File: src/rtl/apb_master.sv
// APB master bridge: accepts one command at a time on a valid/ready port,
// runs the APB SETUP/ACCESS handshake and returns a one-cycle completion
// pulse with read data.
// Optional build macro APB_MASTER_TIMEOUT_EN: bounds the ACCESS wait to
// TIMEOUT_CYCLES consecutive pready=0 cycles and reports rsp_err=1 on expiry.
// Without the macro, ACCESS waits indefinitely and rsp_err is tied to 0.
module apb_master #(
    parameter int ADDR_W         = 8,
    parameter int DATA_W         = 8,
    parameter int TIMEOUT_CYCLES = 16
) (
    input  logic              pclk,
    input  logic              presetn,
    // command port
    input  logic              cmd_valid,
    output logic              cmd_ready,
    input  logic              cmd_write,
    input  logic [ADDR_W-1:0] cmd_addr,
    input  logic [DATA_W-1:0] cmd_wdata,
    // response port
    output logic              rsp_valid,
    output logic [DATA_W-1:0] rsp_rdata,
    output logic              rsp_err,
    // APB side
    output logic              psel,
    output logic              penable,
    output logic              pwrite,
    output logic [ADDR_W-1:0] paddr,
    output logic [DATA_W-1:0] pwdata,
    input  logic              pready,
    input  logic [DATA_W-1:0] prdata
);

    typedef enum logic [1:0] {
        ST_IDLE   = 2'd0,
        ST_SETUP  = 2'd1,
        ST_ACCESS = 2'd2
    } state_t;

    state_t              r_state;
    state_t              w_state_next;

    logic                r_cmd_ready,   w_cmd_ready_next;
    logic                r_psel,        w_psel_next;
    logic                r_penable,     w_penable_next;
    logic                r_pwrite,      w_pwrite_next;
    logic [ADDR_W-1:0]   r_paddr,       w_paddr_next;
    logic [DATA_W-1:0]   r_pwdata,      w_pwdata_next;
    logic                r_rsp_valid,   w_rsp_valid_next;
    logic [DATA_W-1:0]   r_rsp_rdata,   w_rsp_rdata_next;

    // A non-positive wait limit has no sensible meaning; nothing is built
    // for it, the check simply documents the legal range.
    if (TIMEOUT_CYCLES < 1) begin : g_timeout_range_invalid
    end

`ifdef APB_MASTER_TIMEOUT_EN
    localparam int CNT_W = $clog2(TIMEOUT_CYCLES + 1);

    logic                r_rsp_err,     w_rsp_err_next;
    logic [CNT_W-1:0]    r_wait_cnt,    w_wait_cnt_next;
    logic                w_timeout;

    // This ACCESS cycle is the TIMEOUT_CYCLES-th one with pready low.
    assign w_timeout = (r_wait_cnt == CNT_W'(TIMEOUT_CYCLES - 1));
`endif

    // Next-state and next-output logic; every registered output is computed here.
    always_comb begin
        w_state_next     = r_state;
        w_psel_next      = r_psel;
        w_penable_next   = r_penable;
        w_pwrite_next    = r_pwrite;
        w_paddr_next     = r_paddr;
        w_pwdata_next    = r_pwdata;
        w_rsp_valid_next = 1'b0;
        w_rsp_rdata_next = r_rsp_rdata;
`ifdef APB_MASTER_TIMEOUT_EN
        w_rsp_err_next   = r_rsp_err;
        w_wait_cnt_next  = r_wait_cnt;
`endif
        case (r_state)
            ST_IDLE: begin
                if (cmd_valid && r_cmd_ready) begin
                    w_state_next   = ST_SETUP;
                    w_psel_next    = 1'b1;
                    w_penable_next = 1'b0;
                    w_pwrite_next  = cmd_write;
                    w_paddr_next   = cmd_addr;
                    w_pwdata_next  = cmd_wdata;
`ifdef APB_MASTER_TIMEOUT_EN
                    w_wait_cnt_next = '0;
`endif
                end
            end
            ST_SETUP: begin
                // pready is not looked at here: SETUP always lasts one cycle.
                w_state_next   = ST_ACCESS;
                w_penable_next = 1'b1;
            end
            ST_ACCESS: begin
                // pready wins over an expiring timeout on the same edge.
                if (pready) begin
                    w_state_next     = ST_IDLE;
                    w_psel_next      = 1'b0;
                    w_penable_next   = 1'b0;
                    w_rsp_valid_next = 1'b1;
                    w_rsp_rdata_next = r_pwrite ? '0 : prdata;
`ifdef APB_MASTER_TIMEOUT_EN
                    w_rsp_err_next   = 1'b0;
`endif
                end
`ifdef APB_MASTER_TIMEOUT_EN
                else if (w_timeout) begin
                    w_state_next     = ST_IDLE;
                    w_psel_next      = 1'b0;
                    w_penable_next   = 1'b0;
                    w_rsp_valid_next = 1'b1;
                    w_rsp_rdata_next = '0;
                    w_rsp_err_next   = 1'b1;
                end else begin
                    w_wait_cnt_next  = r_wait_cnt + CNT_W'(1);
                end
`endif
            end
            default: begin
                w_state_next   = ST_IDLE;
                w_psel_next    = 1'b0;
                w_penable_next = 1'b0;
            end
        endcase
        // Ready is registered, so it is derived from where the FSM is going.
        w_cmd_ready_next = (w_state_next == ST_IDLE);
    end

    // State and output registers with synchronous active-low reset.
    always_ff @(posedge pclk) begin
        if (!presetn) begin
            r_state     <= ST_IDLE;
            r_cmd_ready <= 1'b1;
            r_psel      <= 1'b0;
            r_penable   <= 1'b0;
            r_pwrite    <= 1'b0;
            r_paddr     <= '0;
            r_pwdata    <= '0;
            r_rsp_valid <= 1'b0;
            r_rsp_rdata <= '0;
        end else begin
            r_state     <= w_state_next;
            r_cmd_ready <= w_cmd_ready_next;
            r_psel      <= w_psel_next;
            r_penable   <= w_penable_next;
            r_pwrite    <= w_pwrite_next;
            r_paddr     <= w_paddr_next;
            r_pwdata    <= w_pwdata_next;
            r_rsp_valid <= w_rsp_valid_next;
            r_rsp_rdata <= w_rsp_rdata_next;
        end
    end

`ifdef APB_MASTER_TIMEOUT_EN
    // Wait-cycle counter and error flag for the ACCESS timeout.
    always_ff @(posedge pclk) begin
        if (!presetn) begin
            r_wait_cnt <= '0;
            r_rsp_err  <= 1'b0;
        end else begin
            r_wait_cnt <= w_wait_cnt_next;
            r_rsp_err  <= w_rsp_err_next;
        end
    end

    assign rsp_err = r_rsp_err;
`else
    assign rsp_err = 1'b0;
`endif

    assign cmd_ready = r_cmd_ready;
    assign psel      = r_psel;
    assign penable   = r_penable;
    assign pwrite    = r_pwrite;
    assign paddr     = r_paddr;
    assign pwdata    = r_pwdata;
    assign rsp_valid = r_rsp_valid;
    assign rsp_rdata = r_rsp_rdata;

endmodule

File: config.mk
export PLATFORM = sky130hd
export DESIGN_NAME = apb_master
export DESIGN_NICKNAME = d
export VERILOG_FILES = /design/src/rtl/apb_master.sv
export SDC_FILE = /design/constraint.sdc
export NUM_CORES = 1
export LEC_CHECK = 0
export CORE_ASPECT_RATIO = 1.5
export CORE_MARGIN = 3
export CORE_UTILIZATION = 40
export CTS_CLUSTER_DIAMETER = 60
export DETAILED_ROUTE_END_ITERATION = 6
export HOLD_SLACK_MARGIN = 0.12
export PLACE_DENSITY_LB_ADDON = 0.25
export SLEW_MARGIN = 20
export SYNTH_ARGS = -nofsm -noshare
export SYNTH_HDL_FRONTEND = slang
export SYNTH_SLANG_ARGS = --single-unit
File: constraint.sdc
create_clock -name pclk -period 1.75 [get_ports pclk]
set_input_delay 0.35 -clock pclk [delete_from_list [all_inputs] [get_ports pclk]]
set_output_delay 0.35 -clock pclk [all_outputs]
set_load 0.02 [all_outputs]
==> results.md, run 1 <==
- Run status: finished clean
- Biggest cell delay along the critical path: 0.62 ns
- Final core area utilization: 68.2%
- MaxCap Viol Count: 0
- Worst setup SP type: flip-flop
- Setup-failing EPs final: 0
- Sequential area share after synthesis: 57.1%
- Synth Warn #: 0
- Hold EP: paddr[6]$_SDFFE_PN0P_
- Placer Congestion: 0.654
- RSZ-0062 raised after global routing: false
- Htree depth: 2
- Syn Nets: 147
- WP data arrival: 1.34 ns
- Clock power share: 30.0%
- Critical-path cell list: clkdlybuf4s50_1
- Fraction of layout cells with a size suffix above 1: 6.78%
- CTS tree: done
- Combinational share of power: 20.2%
- Fmax: 593 MHz
- Antenna-violating nets left: 0
- Clock Skew: 0.00404 ns
- Hold slack final: 0.457 ns
- Starting Density: 42.9%
- Min Tclk post-route: 1.69 ns
- Synthesized instance count: 118
- Sw frac: 26.5%
- Hold Violations, Final: 0
- CTS max path bufs: 2
- Worst R2R End: rsp_rdata[1]$_SDFFE_PN0P_
- Vias in the first global route: 1006
- Least-Margin Pin Slew: 0.654 ns
- Core area: 2530 um2
- Min-Delay Path Class: flip-flop to flip-flop
- Synth unique cells: 21
- Detailed Route WL: 2.77 mm
- Gr ovfl total: 0
- Die X: 48.5 um
- # diodes: 0
- Lkg Pwr: 0.644 nW
- # rows: 22
- Period utilization: 96.4%
- Routed via count: 1020
- DPL Wire Length: 2.09 mm
- Critical path data required time: 1.40 ns
- CP Max Fanout: 4
- Sequential power share: 49.8%
- Peak VDD IR: 0.587 mV
- Switch Pwr: 415 uW
- Clock Sinks: 31
- Pre-antenna DRT Iters: 3
- Hold Crit Depth: 2
- IO Pins: 59
- Routed length per placed instance: 13.0 um
- Worst Min Path Start: paddr[6]$_SDFFE_PN0P_
- Die area: 3390 um2
- CP Capture Type: primary output
- Drt via density: 4.79
- PwrDens: 906 nW/um2
- Reg2reg start: r_state[1]$_SDFF_PN0_
- Hold Buf Count CTS: 0
- DRC: 0
- R2R Setup Slk: 0.36 ns
- Die H: 69.8 um
- Total power draw: 1.57 mW
- Seq cells post-synth: 31
- Gr usage total: 18.2%
- Crit-path leading delay family: buffers and inverters
- Initial DRC Count: 12
- Antenna violations before repair: 0
- Crit Path Category: flip-flop to primary output
- Skew-Pair Late Insertion Delay: 0.33 ns
- Post_cts resized: 0
- Layout net count: 205
- Root buffer cell: clkbuf_4
- Mean Syn Cell Area: 9.20 um2
- Fin. max-slew vios: 0
- Mapped cell area: 1090 um2
- Largest net degree at the start of global routing: 22
- Area delta synth->final: 59.1%
- Buf/Inv on CP: 1
- Slowest cell on crit path: clkdlybuf4s50_1
- Input/output buffers: 57
- Reg2reg path depth: 3
- Clock buffer count from CTS: 5
- Clock transition at path regs: 0.09 ns
- Slew HR: 56.2%
- Global-route wire length before repair: 4.65 mm
- Post-CTS Setup Repair Bufs: 0
- Pint: 1.15 mW
## state kept, by name, indices dropped and copies added, names as in the netlist
signal / cells
rsp_rdata: 8
pwdata: 8
r_state: 2
penable: 1
paddr: 8
psel: 1
pwrite: 1
cmd_ready: 1
rsp_valid: 1
## cell usage after synthesis
master	number	area, um2
and4bb_2	1	12.5
a21oi_1	20	100
a21oi_2	1	8.76
clkbuf_1	2	7.51
or3b_2	1	8.76
nand2b_1	1	6.26
a22o_1	8	70.1
nand4bb_1	1	11.3
inv_1	2	7.51
nor2_1	3	11.3
nand2_1	34	128
buf_4	3	22.5
buf_2	1	5.00
o21ai_0	2	10.0
buf_6	2	22.5
a31oi_1	1	6.26
conb_1	1	3.75
dfxtp_1	31	621
and4b_1	1	10.0
nor3b_1	1	7.51
nor2b_1	1	6.26
## per-stage QoR
step	worst slack [ns]	area (um2)	cells	TNS (ns)
floorplan	0.595	1090	118	0
global placement	0.0102	1660	205	0
detailed placement	-0.0760	1660	205	-0.490
CTS	0.0364	1730	213	0
global route	0.00856	1730	213	0
finish	0.0638	1730	213	0
## area by class of cell
type                            instances  area (um2)
Multi-Input combinational cell         77         400
Clock buffer                            8        68.8
Sequential cell                        31         621
Tap cell                               36        45.0
Inverter                                2        7.51
Timing Repair Buffer                   59         586
Fill cell                             218         805
## cells by family after synthesis
kind of cell           Yosys count  synth area share (%)
DFF                             31                  57.1
buffers and inverters           10                  5.99
other                            1                 0.345
and+or+nand+nor                 44                  18.5
AOI/OAI and AO/OA               32                  18.0
## worst max-delay path by stage
stage | to | cells after the start | from
after floorplan | psel$_SDFFE_PN0P_ | 5 | r_state[1]$_SDFF_PN0_
final | cmd_ready | 1 | cmd_ready$_SDFF_PN1_
after detailed placement | rsp_rdata[1]$_SDFFE_PN0P_ | 4 | pready
after global routing | cmd_ready | 1 | cmd_ready$_SDFF_PN1_
after CTS | cmd_ready | 1 | cmd_ready$_SDFF_PN1_
after global placement | rsp_rdata[2]$_SDFFE_PN0P_ | 4 | pready
## layer usage
layer  GRT usage, %  vias up  wire length (um)
li1               -      512                 -
met1           19.2      455              1100
met2           29.3       47              1360
met3           9.46        6               256
met4           9.49        0                61
met5              0        -                 0
## cell usage in the layout (no fill, tap or decap), drive strengths merged
cell type      count
a31oi              1
nand4bb            1
nand2             34
dfxtp             31
inv                2
o21ai              2
a22o               8
a21oi             21
nand2b             1
clkbuf             8
and4bb             1
buf                2
nor2               3
nor2b              1
conb               1
or3b               1
nor3b              1
clkdlybuf4s50     57
and4b              1
## power groups by stage
stage / registers [mW] / logic [mW] / clock network [mW]
after floorplan: 0.845 / 0.114 / 0
after global placement: 0.793 / 0.313 / 0
after detailed placement: 0.797 / 0.320 / 0
after CTS: 0.780 / 0.321 / 0.491
after global routing: 0.786 / 0.344 / 0.524
final: 0.779 / 0.317 / 0.470
(Power assumes the default switching activity.)
==> run 2, diff against run 1 <==
--- a/config.mk
+++ b/config.mk
@@ -10,7 +10,6 @@
 export CORE_UTILIZATION = 40
 export CTS_CLUSTER_DIAMETER = 60
 export DETAILED_ROUTE_END_ITERATION = 6
-export HOLD_SLACK_MARGIN = 0.12
 export PLACE_DENSITY_LB_ADDON = 0.25
 export SLEW_MARGIN = 20
 export SYNTH_ARGS = -nofsm -noshare
==> results of run 2 <==
The final DEF is identical to that of run 1; final timing and power are the same.
==> run 3, diff against run 2 <==
--- a/config.mk
+++ b/config.mk
@@ -5,6 +5,7 @@
 export SDC_FILE = /design/constraint.sdc
 export NUM_CORES = 1
 export LEC_CHECK = 0
+export CAP_MARGIN = 20
 export CORE_ASPECT_RATIO = 1.5
 export CORE_MARGIN = 3
 export CORE_UTILIZATION = 40
==> results of run 3 <==
The final DEF is identical to that of run 1; final timing and power are the same.
